**config.mk**
```make
export PLATFORM = sky130hd
export DESIGN_NAME = plic_target_arb
export DESIGN_NICKNAME = d
export VERILOG_FILES = /design/src/rtl/plic_target_arb.sv
export SDC_FILE = /design/constraint.sdc
export NUM_CORES = 1
export LEC_CHECK = 0
export ABC_AREA = 1
export CORE_AREA = 2 2 145 175
export DETAILED_ROUTE_END_ITERATION = 7
export DIE_AREA = 0 0 147 177
export PLACE_DENSITY = 0.67
export REMOVE_ABC_BUFFERS = 1
export SETUP_SLACK_MARGIN = 0.1
export SLEW_MARGIN = 0
export SYNTH_ARGS = -nofsm -noshare
export SYNTH_HDL_FRONTEND = slang
export SYNTH_SLANG_ARGS = --single-unit
```
**constraint.sdc**
```tcl
create_clock -name clk_i -period 14.78 [get_ports clk_i]
set_clock_uncertainty 0.15 [all_clocks]
set_input_delay 4.434 -clock clk_i [delete_from_list [all_inputs] [get_ports clk_i]]
set_output_delay 4.434 -clock clk_i [all_outputs]
set_load 0.02 [all_outputs]
```
**src/rtl/plic_target_arb.sv**
```systemverilog
// Per-target PLIC arbiter: sweeps the source gateways one ID per cycle, latches the best
// eligible source at the end of each sweep, and sequences the claim/complete handshakes.
module plic_target_arb #(
  parameter int SRC_NUM    = 31,
  parameter int PRIO_WIDTH = 3,
  parameter int ID_WIDTH   = $clog2(SRC_NUM + 1)
) (
  input  logic                           clk_i,
  input  logic                           rst_n_i,
  input  logic [SRC_NUM-1:0]             ip_i,
  input  logic [SRC_NUM-1:0]             ie_i,
  input  logic [SRC_NUM*PRIO_WIDTH-1:0]  prio_i,
  input  logic [PRIO_WIDTH-1:0]          thold_i,
  input  logic                           claim_req_i,
  output logic                           claim_vld_o,
  output logic [ID_WIDTH-1:0]            claim_id_o,
  output logic [SRC_NUM-1:0]             claim_o,
  input  logic                           comp_req_i,
  input  logic [ID_WIDTH-1:0]            comp_id_i,
  output logic [SRC_NUM-1:0]             comp_o,
  output logic                           irq_o
);

  typedef enum logic {
    SCAN,
    BLANK
  } state_e;

  state_e                state_q, state_d;
  logic                  blankCnt_q, blankCnt_d;
  logic [ID_WIDTH-1:0]   idx_q, idx_d;
  logic [ID_WIDTH-1:0]   bestId_q, bestId_d;
  logic [PRIO_WIDTH-1:0] bestPrio_q, bestPrio_d;
  logic [ID_WIDTH-1:0]   winId_q, winId_d;
  logic                  irq_q, irq_d;
  logic                  claimVld_q, claimVld_d;
  logic [ID_WIDTH-1:0]   claimId_q, claimId_d;
  logic [SRC_NUM-1:0]    claim_q, claim_d;
  logic [SRC_NUM-1:0]    comp_q, comp_d;

  logic [SRC_NUM-1:0]    elig;
  logic [SRC_NUM-1:0]    winHot;
  logic                  winElig;
  logic [PRIO_WIDTH-1:0] curPrio;
  logic                  curElig;
  logic [ID_WIDTH-1:0]   candId;
  logic [PRIO_WIDTH-1:0] candPrio;

  // Per-source eligibility, the scanned source's view, and the one-hot of the current winner.
  always_comb begin
    elig    = '0;
    winHot  = '0;
    curPrio = '0;
    curElig = 1'b0;
    for (int k = 0; k < SRC_NUM; k++) begin
      elig[k]   = ip_i[k] & ie_i[k] & (prio_i[k*PRIO_WIDTH +: PRIO_WIDTH] > thold_i);
      winHot[k] = (winId_q == ID_WIDTH'(k + 1));
      if (idx_q == ID_WIDTH'(k + 1)) begin
        curPrio = prio_i[k*PRIO_WIDTH +: PRIO_WIDTH];
        curElig = elig[k];
      end
    end
    winElig = |(elig & winHot);
  end

  always_comb begin
    state_d    = state_q;
    blankCnt_d = blankCnt_q;
    idx_d      = idx_q;
    bestId_d   = bestId_q;
    bestPrio_d = bestPrio_q;
    winId_d    = winId_q;
    candId     = bestId_q;
    candPrio   = bestPrio_q;
    if (claim_req_i) begin
      state_d    = BLANK;
      blankCnt_d = 1'b0;
      idx_d      = ID_WIDTH'(1);
      bestId_d   = '0;
      bestPrio_d = '0;
      winId_d    = '0;
    end else begin
      unique case (state_q)
        SCAN: begin
          // Strict compare over an ascending scan keeps the lowest ID on priority ties.
          if (curElig && (curPrio > bestPrio_q)) begin
            candId   = idx_q;
            candPrio = curPrio;
          end
          if (idx_q == ID_WIDTH'(SRC_NUM)) begin
            winId_d    = candId;
            bestId_d   = '0;
            bestPrio_d = '0;
            idx_d      = ID_WIDTH'(1);
          end else begin
            bestId_d   = candId;
            bestPrio_d = candPrio;
            idx_d      = idx_q + ID_WIDTH'(1);
          end
        end
        BLANK: begin
          if (blankCnt_q) begin
            state_d = SCAN;
          end else begin
            blankCnt_d = 1'b1;
          end
        end
        default: state_d = SCAN;
      endcase
    end
  end

  // Claim response, complete pulses and the registered irq line.
  always_comb begin
    irq_d      = winElig & ~claim_req_i;
    claimVld_d = claim_req_i;
    claimId_d  = claimId_q;
    claim_d    = '0;
    comp_d     = '0;
    if (claim_req_i) begin
      claimId_d = winElig ? winId_q : '0;
      claim_d   = winElig ? winHot : '0;
    end
    for (int k = 0; k < SRC_NUM; k++) begin
      comp_d[k] = comp_req_i & (comp_id_i == ID_WIDTH'(k + 1)) & ie_i[k];
    end
  end

  always_ff @(posedge clk_i) begin
    if (!rst_n_i) begin
      state_q    <= SCAN;
      blankCnt_q <= 1'b0;
      idx_q      <= ID_WIDTH'(1);
      bestId_q   <= '0;
      bestPrio_q <= '0;
      winId_q    <= '0;
      irq_q      <= 1'b0;
      claimVld_q <= 1'b0;
      claimId_q  <= '0;
      claim_q    <= '0;
      comp_q     <= '0;
    end else begin
      state_q    <= state_d;
      blankCnt_q <= blankCnt_d;
      idx_q      <= idx_d;
      bestId_q   <= bestId_d;
      bestPrio_q <= bestPrio_d;
      winId_q    <= winId_d;
      irq_q      <= irq_d;
      claimVld_q <= claimVld_d;
      claimId_q  <= claimId_d;
      claim_q    <= claim_d;
      comp_q     <= comp_d;
    end
  end

  assign irq_o       = irq_q;
  assign claim_vld_o = claimVld_q;
  assign claim_id_o  = claimId_q;
  assign claim_o     = claim_q;
  assign comp_o      = comp_q;

endmodule

```
After elaboration in Yosys (flattened, before gate mapping):

Cells that the tools add are included.

* register bits after elaboration: 89
* input port bits: 167
* output and inout bits: 69
* logic and storage cells: 344

* add/sub/neg operators: 1
* $lt $le $gt $ge: 32
* eq/ne operators: 93
* multiplexer cells: 71
* bitwise gates (word level): 129
* reductions and logical operators: 7

Operator list (count)
* $eq A5 B5 Y1 const B: 48
* $and A1 B1 Y1: 125
* $eq A5 B4 Y1 const B: 24
* $mux W3: 33
* $gt A3 B3 Y1: 32
* $eq A5 B3 Y1 const B: 12
* $mux W1: 34
* $and A31 B31 Y31: 1
* $reduce_or A31 Y1: 1
* $eq A5 B2 Y1 const B: 6
* $mux W5: 4
* $eq A5 B1 Y1 const B: 3
* $add A5 B1 Y5 const B: 1
* $reduce_and A2 Y1: 2
* $not A1 Y1: 3
* $reduce_and A3 Y1: 1
* $reduce_bool A2 Y1: 1
* $reduce_or A2 Y1: 1
* $logic_and A1 B1 Y1: 1

Depth between registers and ports, before layout:

Gate-level depths: netlist of run 1.

* depth in word-level cells: 36
* depth in mapped cells: 50
* gate-level depth less buffers: 50

Worst setup path before layout of run 1:

No wires, ideal clock.

* path kind: input port to flip-flop
* start point: input port prio_i[4]
* end point: register bestPrio_q[1]
* arrival: 7566 ps
* required time: 14516 ps
* setup slack: 6951 ps
* cell stages on the path: 45
* cells stage by stage: inv_1 > nor2_1 > o21ai_0 > nand3_1 > nand2_1 > nand2_1 > nand2_1 > nand2_1 > nand2_1 > nand2_1 > nand2_1 > nand2_1 > nand2_1 > nand2_1 > nand2_1 > nand2_1 > nand2_1 > nand2_1 > [9 not listed] > nand2_1 > nand2_1 > nand2_1 > nand2_1 > nand2_1 > nand2_1 > nand2_1 > nand2_1 > a21oi_1 > a21o_1 > ha_1 > nand2_1 > o21ai_0 > nand2_1 > a21oi_1 > nand3_2 > a21oi_1 > nor2_1

* longest elaborated chain between the ends: 35
* elaborated cells on any way between the ends: 68
* those cells by class: order compare (2); mux (62); bitwise (1); reduce/logical (3)

RTL lines
* from (decl): line 12 `input logic [SRC_NUM*PRIO_WIDTH-1:0] prio_i,`
* $gt A3 B3 Y1: line 56 `elig[k] = ip_i[k] & ie_i[k] & (prio_i[k*PRIO_WIDTH +: PRIO_WIDTH] > thold_i);`
* $and A1 B1 Y1: line 56
* $mux W1 (30 in a row): line 58 `if (idx_q == ID_WIDTH'(k + 1)) begin`
* $logic_and A1 B1 Y1: line 86 `if (curElig && (curPrio > bestPrio_q)) begin`
* $reduce_bool A2 Y1 (no line)
* $reduce_and A2 Y1 (no line)
* to (signal assigned): line 147 `bestPrio_q <= bestPrio_d;`
* to (decl): line 33 `logic [PRIO_WIDTH-1:0] bestPrio_q, bestPrio_d;`

Several ways; a longest one is shown, not always the timed one. The select of a mux whose other input is x is not followed.
A chain may end at the register's enable or synchronous reset.

Worst setup path in the final report of run 1:

* start point: input port prio_i[4]
* end point: register bestPrio_q[0]

* longest elaborated chain between the ends: 35
* elaborated cells on any way between the ends: 66
* those cells by class: order compare (2); mux (60); bitwise (1); reduce/logical (3)

RTL lines (line)
* $gt A3 B3 Y1: 56
* $and A1 B1 Y1: 56
* $mux W1 (30 in a row): 58
* $logic_and A1 B1 Y1 *: 86
* $reduce_bool A2 Y1 (no line) *
* $reduce_and A2 Y1 (no line) *

Mark *: on every way between the ends. The rest lies on a longest branch, timed or not.

==> impl_results.md, run 1 <==
* Slew headroom at 38.8%
* FF-to-FF Start: idx_q[4]
* Async set-reset flop share out of synthesis at 0%
* Critical Path Start: prio_i[4]
* Worst R2R End: bestPrio_q[0]
* Initial antenna violation count at 1
* Vias in the first global route at 8193
* H-tree levels at 3
* Drt first-iter violations at 468
* Outcome: finished clean
* Final setup viols at 0
* CTS tree: yes
* Hold Path Sink: state_q
* Area delta synth->final at 43.0%
* Worst EP arrival at 8630 ps
* Setup ws final at 6280 ps
* TritonRoute pass-1 iters at 5
* TritonCTS Buffers at 9
* Clock Tree Root: clkbuf_16
* Die extent in x at 147 um
* PortBufs at 235
* Placed Cells incl. Taps at 1654
* Clk slew on worst S/H paths at 70 ps
* # resized after CTS at 0
* Main synth FF type: dfxtp_1
* Global route overflow at 0
* Top Ports at 236
* Avg Cell Area, Syn at 6.50 um^2
* Maximum VDD drop at 0.0544 mV
* Clock Latency Late Sink at 360 ps
* Core Util, Final at 42.0%
* Worst path slowest cell: a21oi_1
* Crit Path Class: input port to flip-flop
* Antenna Nets Post-Route at 0
* Tightest Pin Transition at 911 ps
* Worst setup EP type: flip-flop
* Non-filler cells, final at 1671
* FF+latch count, synth at 89
* Leak at 0.00439 uW
* Distinct cells, synth at 42
* Vias per std cell at 4.88
* Placer congestion estimate at 0.938
* Crit Path Max Fanout at 7
* First-pass GRT wire length at 43400 um
* Req. time, crit path at 14910 ps
* Buffer depth of the longest clock path at 2
* Synth warnings at 0
* Hold path depth at 1
* FP Rows at 63
* Cell taking the most area after synthesis: dfxtp_1
* Final nets at 1609
* R2R depth at 49
* CTS Hold Bufs at 0
* Die Area at 0.0260 mm^2
* Hold Path Class: flip-flop to flip-flop
* Post-synth EDFFs at 0
* Unrepaired setup endpoints after global routing: no
* Cell mode on critical path: nand2_1
* Mean routed wirelength per cell at 16.9 um
* Synthesized area at 0.00718 mm^2
* Sum of negative setup slack at 0 ps
* Seq/Total Area, Yosys at 24.8%
* Final number of max-transition violations at 0
* Maxcap violations at 0
* FMAX at 118 MHz
* Dpl ws at 5930 ps
* TritonCTS Sinks at 89
* Power, Total at 704 uW
* Starting density of the core at 29.4%
* Worst Setup Start Kind: input port
* Die Ht at 177 um
* Post-CTS setup buffers at 0
* Routed WL at 28300 um
* Post-Synthesis Cells at 1104
* Largest net degree at the start of global routing at 32
* Synth top area share at 24.8%
* Cell Pwr Density at 68.6 mW/mm^2
* FF-to-FF setup slack at 9270 ps
* Min cycle time layout at 8500 ps
* Top area cells in the synthesized netlist: dfxtp_1, ha_1, nand2_1
* Worst hold start: blankCnt_q
* HPWL after DPL at 23200 um
* Final Cycle Share at 57.5%
* Routed vias at 8148
* Floorplan core area at 0.0244 mm^2
* Max incr delay on CP at 530 ps
* Share of layout cells above drive strength 1 at 5.28%
* Fin. Hold Viols at 0
* Overall routing resource usage at 21.7%
* # DRC at 0
==> synth_stat cells, types with 5 or more instances <==
| library cell | count |
|---|---|
| nand2_1 | 289 |
| inv_1 | 143 |
| ha_1 | 102 |
| nor2_1 | 97 |
| dfxtp_1 | 89 |
| a21oi_1 | 64 |
| nand3_1 | 60 |
| o21ai_0 | 56 |
| nor3_1 | 53 |
| inv_2 | 28 |
| nand4_1 | 20 |
| clkbuf_1 | 12 |
| nor4b_1 | 9 |
| o22ai_1 | 9 |
| a211oi_1 | 7 |
| a311oi_1 | 6 |
| nor3_2 | 6 |
| nor3b_1 | 6 |
| nand2_2 | 5 |
==> power by group <==
part	internal [uW]	switching (uW)
Clock	168	111
Sequential	241	2.78
Combinational	83.4	97.9
Total	492	211
==> cell usage in the layout (no fill, tap or decap), drive strengths merged, types with 7 or more instances in the layout <==
cell type / n
a211oi: 7
a21oi: 64
clkbuf: 9
clkdlybuf4s50: 235
clkinv: 8
dfxtp: 89
ha: 102
inv: 172
nand2: 297
nand3: 61
nand4: 20
nor2: 101
nor3: 60
nor4b: 9
o21ai: 60
o22ai: 9
==> critical path, delay by kind of cell <==
kind            cells  cell delay [ps]
simple gates       37             2170
compound gates      6             1180
fa+ha+maj           1              280
buf+inv             3              580
==> per-layer routing <==
metal	share of wire, %	up-vias	GRT usage [%]	wire length [um]
li1	-	4129	-	-
met1	41	3675	25.2	11700
met2	48	270	38.5	13700
met3	5.8	74	3.63	1640
met4	4.5	0	11.0	1260
met5	0	-	0	0
==> area by class of cell <==
| type | instances | area (um^2) |
|---|---|---|
| fillers | 2516 | 14200 |
| diodes | 1 | 2.50 |
| multi-input cells | 826 | 4680 |
| flip-flops and latches | 89 | 1780 |
| repair buffers | 238 | 2370 |
| clock inverters | 7 | 129 |
| inverters | 176 | 662 |
| well taps | 325 | 407 |
| clock buffers | 9 | 225 |
==> worst max path at each step <==
stage                          endpoint  slack, ps  depth (start not counted)
after floorplan           bestPrio_q[1]       6950                         45
after global placement      bestId_q[2]       6010                         47
after detailed placement  bestPrio_q[1]       5930                         47
after CTS                 bestPrio_q[0]       6300                         47
after global routing        bestId_q[3]       5710                         47
final                     bestPrio_q[0]       6280                         47
==> state kept, by name, indices dropped and copies added (netlist names), 3 cells and up <==
name / flops
bestId_q: 5
bestPrio_q: 3
claim_id_o: 5
claim_o: 31
comp_o: 31
idx_q: 5
winId_q: 5
==> kinds of logic after synthesis <==
logic type	synth area share, %
AOI/OAI and AO/OA	12.6
and+or+nand+nor	34.8
adders and majority gates	17.8
DFF	24.8
buffers and inverters	9.92
==> per-stage QoR <==
stage                     cell area [um^2]  hold slack (ps)
after floorplan                       7130              269
after global placement                9910              280
after detailed placement              9910              283
after CTS                            10300              304
after global routing                 10300              304
final                                10300              299
Power figures use the tool's default switching activity.
==> inputs of run 2 (changes only) <==
Settings changed: PLACE_DENSITY 0.67 to 0.69.
Clock period 14.78 ns to 7.8 ns, I/O delays scaled along.
==> impl_results.md, run 2 (synthesis gave the netlist of run 1 again) <==
* Final Cycle Share at 83.6%
* TritonCTS Buffers at 9
* Sum of negative setup slack at 0 ps
* Clock Latency Late Sink at 360 ps
* Antenna Diode Count at 0
* Initial antenna violation count at 0
* Drt first-iter violations at 485
* Final nets at 1610
* Global route overflow at 0
* Floorplan core area at 0.0244 mm^2
* Outcome: finished clean
* Buffer depth of the longest clock path at 2
* Die extent in x at 147 um
* Final number of max-transition violations at 0
* Final setup viols at 0
* Most frequent cells in the layout: nand2_1, clkdlybuf4s50_1, inv_1
* FP Rows at 63
* Fin. Hold Viols at 0
* Req. time, crit path at 7930 ps
* Starting density of the core at 29.4%
* Die Ht at 177 um
* Hold Path Class: flip-flop to flip-flop
* FMAX at 153 MHz
* # fillers at 2550
* Die Area at 0.0260 mm^2
* # resized after CTS at 0
* Placer congestion estimate at 0.960
* H-tree levels at 3
* Wire length on met1 at 11500 um
* Crit Path Class: input port to flip-flop
* First-pass GRT wire length at 43300 um
* Share of layout cells above drive strength 1 at 5.35%
* Worst EP arrival at 6650 ps
* Routed WL at 28200 um
* PortBufs at 235
* TritonCTS Sinks at 89
* CTS Hold Bufs at 0
* Post-CTS setup buffers at 0
* CTS tree: yes
* Maximum VDD drop at 0.0817 mV
* Cell Pwr Density at 123 mW/mm^2
* Cell mode on critical path: nand2_1
* HPWL after DPL at 23600 um
* Tightest Pin Transition at 987 ps
* Overall routing resource usage at 21.6%
* Antenna Nets Post-Route at 0
* Worst Setup Start Kind: input port
* TritonRoute pass-1 iters at 5
* Clk slew on worst S/H paths at 70 ps
* Worst path buffer plus inverter count at 1
* Leak at 0.00437 uW
* WL met2 at 14100 um
* Min cycle time layout at 6520 ps
* Max incr delay on CP at 940 ps
* Highest metal used: met4
* Largest net degree at the start of global routing at 26
* Worst path slowest cell: clkdlybuf4s50_1
* Vias per std cell at 4.93
* Worst setup EP type: flip-flop
* Maxcap violations at 0
* Mean routed wirelength per cell at 16.9 um
* CP delay by family, top: simple AND/OR/NAND/NOR gates
* Commonest non-fill, non-tap cell in the layout: nand2_1
* # DRC at 0
* Area delta synth->final at 42.4%
* Clock Tree Root: clkbuf_16
* Routed vias at 8238
* Met3 WL at 1770 um
* Top Ports at 236
* Vias in the first global route at 8110
* Power, Total at 1250 uW
* Unrepaired setup endpoints after global routing: no
* Slew headroom at 34.0%
* Crit Path Max Fanout at 16
[run 2: cell types whose count changed in the layout (fill, tap and decap cells not counted)]
cell / change
clkinv_2: -1
bufinv_16: -3
buf_12: +1
clkinv_4: +1
inv_6: +1
diode_2: -1
clkinvlp_4: +1
inv_8: +1
[run 2: layer usage]
| layer | vias up | global-route usage (%) |
|---|---|---|
| li1 | 4129 | - |
| met1 | 3772 | 25.4 |
| met2 | 285 | 39.6 |
| met3 | 52 | 3.61 |
| met4 | 0 | 7.65 |
| met5 | - | 0 |
[run 2: per-stage QoR]
step / cell area, um^2 / cells / setup WS (ps) / hold slack, ps / util, %
finish: 10200 / 1671 / 1280 / 289 / 41.8
global route: 10200 / 1671 / 764 / 307 / 41.8
CTS: 10200 / 1671 / 1280 / 294 / 41.8
detailed placement: 9930 / 1655 / 918 / 284 / 40.6
global placement: 9930 / 1655 / 995 / 280 / 40.6
floorplan: 7130 / 1091 / 2060 / 269 / -
[run 2: power breakdown]
part	leakage (uW)	switching, uW	total [uW]	internal [uW]
logic	0.00351	186	346	160
registers	0.000718	5.04	462	457
clock network	0.000141	222	447	225
total	0.00437	413	1250	842
[run 2: area by class of cell]
cell class                 count  area [um^2]  share of cell area, %
clock buffer                   9          225                   2.20
sequential                    89         1780                   17.4
multi-input combinational    826         4680                   45.8
tap                          325          407                   3.98
clock inverter                 7         70.1                  0.685
inverter                     176          662                   6.47
timing repair buffer         239         2390                   23.4
[run 2: worst paths after layout]
kind / start / endpoint / slack, ps / cells past startpoint
worst max-delay path: thold_i[0] / bestId_q[3] / 1280 / 41
worst min-delay path: blankCnt_q / state_q / 290 / 1
worst max register to register: idx_q[4] / bestId_q[3] / 2350 / 49
worst min register to register: blankCnt_q / state_q / 290 / 1
[run 2: worst reg2reg max path: cells and delay by family, from the launching register on]
kind / cells / cell delay, ps
AO/OA/AOI/OAI: 6 / 1170
adder cells (fa/ha/maj): 1 / 290
buffers and inverters: 2 / 340
flip-flops: 1 / 800
AND/OR/NAND/NOR: 40 / 2630
==> inputs of run 3 (changes only) <==
Settings changed: PLACE_DENSITY 0.69 to 0.67.
Clock period 7.8 ns to 6.2 ns, I/O delays scaled along.
==> impl_results.md, run 3 (synthesis gave the netlist of run 1 again) <==
* Crit Path Class: input port to flip-flop
* # fillers at 2570
* Die Ht at 177 um
* Area delta synth->final at 44.5%
* Clk slew on worst S/H paths at 70 ps
* First-pass GRT wire length at 44100 um
* Worst path slowest cell: clkdlybuf4s50_1
* Core Util, Final at 42.4%
* Die Area at 0.0260 mm^2
* Hold Path Class: flip-flop to flip-flop
* R2R depth at 50
* Hold path depth at 1
* CTS tree: yes
* Maximum VDD drop at 0.106 mV
* Die extent in x at 147 um
* Maxcap violations at 0
* Tightest Pin Transition at 925 ps
* Crit Path Max Fanout at 7
* Share of layout cells above drive strength 1 at 6.61%
* Floorplan core area at 0.0244 mm^2
* Final setup viols at 0
* Hold Path Sink: state_q
* Clock Tree Root: clkbuf_16
* Placer congestion estimate at 0.919
* Routed WL at 28700 um
* FF-to-FF setup slack at 1060 ps
* Worst hold start: blankCnt_q
* Antenna Nets Post-Route at 0
* FMAX at 180 MHz
* Vias in the first global route at 8201
* TritonCTS Sinks at 89
* Area of the multi-input gates at 0.00469 mm^2
* Drt first-iter violations at 492
* Overall routing resource usage at 22.2%
* Final nets at 1626
* Req. time, crit path at 6340 ps
* Unrepaired setup endpoints after global routing: no
* Most frequent cells in the layout: nand2_1, clkdlybuf4s50_1, inv_1
* Initial antenna violation count at 1
* Fin. Hold Viols at 0
* Critical Path Start: prio_i[1]
* Starting density of the core at 29.4%
* Largest net degree at the start of global routing at 26
* Dpl ws at 166 ps
* H-tree levels at 3
* Worst EP arrival at 5700 ps
* Global route overflow at 0
* Commonest non-fill, non-tap cell in the layout: nand2_1
* Clock Latency Late Sink at 370 ps
* Worst setup EP type: flip-flop
* Max incr delay on CP at 430 ps
* Cell Pwr Density at 154 mW/mm^2
* PortBufs at 235
* Vias per std cell at 4.93
* FP Rows at 63
* # DRC at 0
* Leak at 0.00446 uW
* Worst Setup Start Kind: input port
* Min cycle time layout at 5560 ps
* Worst R2R End: bestId_q[1]
* HPWL after DPL at 23900 um
* Sum of negative setup slack at 0 ps
* Buffer depth of the longest clock path at 2
* Routed vias at 8327
* TritonRoute pass-1 iters at 5
* Outcome: finished clean
* Sequential cell area at 0.00178 mm^2
* Top Ports at 236
* Final Cycle Share at 89.6%
* Slew headroom at 38.3%
* FF-to-FF Start: idx_q[4]
* Cell mode on critical path: nand2_1
* Mean routed wirelength per cell at 17.0 um
* Setup ws final at 645 ps
* TritonCTS Buffers at 9
* Final number of max-transition violations at 0
## run 3: cell types whose count changed in the layout (fill, tap and decap cells not counted), sizes merged
cell	delta
buf	+16
clkdlybuf4s50	-1
diode	+1
clkinv	-1
clkinvlp	+1
dlymetal6s2s	+1
## run 3: layout make-up
class / count / area share, %
clock inverter: 7 / 0.700
antenna: 1 / 0.0241
clock buffer: 9 / 2.17
tap: 325 / 3.92
sequential: 89 / 17.2
timing repair buffer: 255 / 24.4
inverter: 176 / 6.42
multi-input combinational: 826 / 45.2
## run 3: layer usage
metal	vias to the layer above	track usage (%)	wire length, um
met5	-	0	0
met1	3790	26.1	11800
met2	295	39.6	14100
li1	4172	-	-
met4	0	9.78	1060
met3	70	3.63	1720
## run 3: worst max-delay path, delay by kind of cell
family | cells | cell delay [ps]
AND/OR/NAND/NOR | 38 | 2100
adder cells (fa/ha/maj) | 1 | 280
AO/OA/AOI/OAI | 6 | 780
buffers and inverters | 3 | 690
## run 3: timing repair
action / 4_1_cts / 5_1_grt
buffers inserted: 0 / 2
resized for setup: 0 / 4
endpoints found under the setup margin: 0 / 12
hold buffers: 0 / 0
## run 3: per-stage QoR
stage	hold WS, ps	total power (uW)	instances	cell area (um^2)
2_1_floorplan	269	815	1091	7130
3_3_place_gp	277	1030	1669	10000
3_5_place_dp	284	1040	1669	10000
4_1_cts	296	1610	1685	10300
5_1_grt	326	1680	1688	10400
6_report	294	1590	1688	10400
## run 3: how the worst max path moves through the flow
stage	slack [ps]	depth (start not counted)	end
6_report	640	48	bestId_q[1]
5_1_grt	130	48	bestId_q[3]
4_1_cts	510	42	bestId_q[1]
3_5_place_dp	170	42	bestId_q[0]
3_3_place_gp	170	42	bestId_q[1]
2_1_floorplan	940	45	bestPrio_q[1]
## run 3: power breakdown
group	switching, uW	internal (uW)	total (uW)
clock network	281	285	566
logic	236	210	446
registers	6.65	575	582
==> variant, RTL diff (flow settings as in run 3) <==
Put one more register stage on the output `comp_o`, with the module's reset. The value now appears one clock later. The other outputs are not delayed to match.
--- a/src/rtl/plic_target_arb.sv
+++ b/src/rtl/plic_target_arb.sv
@@ -159,5 +159,11 @@
   assign claim_id_o  = claimId_q;
   assign claim_o     = claim_q;
-  assign comp_o      = comp_q;
+  always_ff @(posedge clk_i) begin
+    if (!rst_n_i) begin
+      comp_o <= '0;
+    end else begin
+      comp_o <= comp_q;
+    end
+  end
 
 endmodule
Function: changed (Yosys sat finds a counterexample within 4 cycles, from zero or initial values and one cycle with rst_n_i low).
==> variant against run 3 <==
Cell area is 12% higher; area after synthesis is 12% higher; wire length is 5.4% higher; power rose by 50%; sequential cell count up 31; setup slack lost 0.15 ns; register-to-register slack better by 0.05 ns; critical endpoint is now bestPrio_q[0]; largest cell class unchanged; highest routed layer unchanged.
==> variant: results <==
[status]
status = "finished clean"

[cells_and_area]
stdcell_count = 1791
drive_gt1_frac = 0.0485
buffers = 254
nonClkBufAreaFrac = 0.219
seq_share = 0.207

[routing]
drt-vias-per-instance = 4.94
wl_met3_um = 2120
met1_length_um = 12300
first_iter_violations = 497
routedWlPerCell_um = 16.9

[global_route]
first_global_vias = 8613
grt_max_degree = 35
grtUsageMet3 = 0.0472

[synth]
syn_area_per_cell_um2 = 6.69
synthAdderAreaFrac = 0.159

[critical_path]
worstRegToRegCells = 44
cpPeakStageDelay_ns = 0.45
cp-endpoint = "bestPrio_q[0]"
arrival_ns = 5.88

[min_path]
min_path_cells = 2

[pwr]
irDropWorstVdd_mv = 0.184
p_leak_nw = 5.31

[clock_network]
clock_latency_ns = 0.41

[timing]
hold_slack_ns = 0.258

[placement]
place_congestion = 0.944
==> variant: power by group <==
| group | leakage [nW] | switching (mW) | internal [mW] | total, mW |
|---|---|---|---|---|
| sequential | 0.968 | 0.00566 | 0.776 | 0.782 |
| combinational | 4.01 | 0.246 | 0.215 | 0.461 |
| clock | 0.333 | 0.358 | 0.794 | 1.15 |
==> variant: kinds of logic (layout without fill, tap and decap cells) <==
group                    count (synthesis)  count (layout)
AO/OA/AOI/OAI                          158             158
buffers and inverters                  223             491
other                                    0               1
adder cells (fa/ha/maj)                102             102
flip-flops                             120             120
AND/OR/NAND/NOR                        594             594
==> variant: stage by stage <==
step                      setup slack (ns)  total power [mW]
final                                0.498              2.39
after global routing                 0.103              2.50
after CTS                            0.435              2.40
after detailed placement             0.170              1.25
after global placement               0.199              1.24
after floorplan                      0.655              1.02
==> variant: timing repair <==
item | 4_1_cts | 5_1_grt
buffers inserted | 0 | 1
gates resized for setup | 0 | 8
setup endpoints to repair | 0 | 13
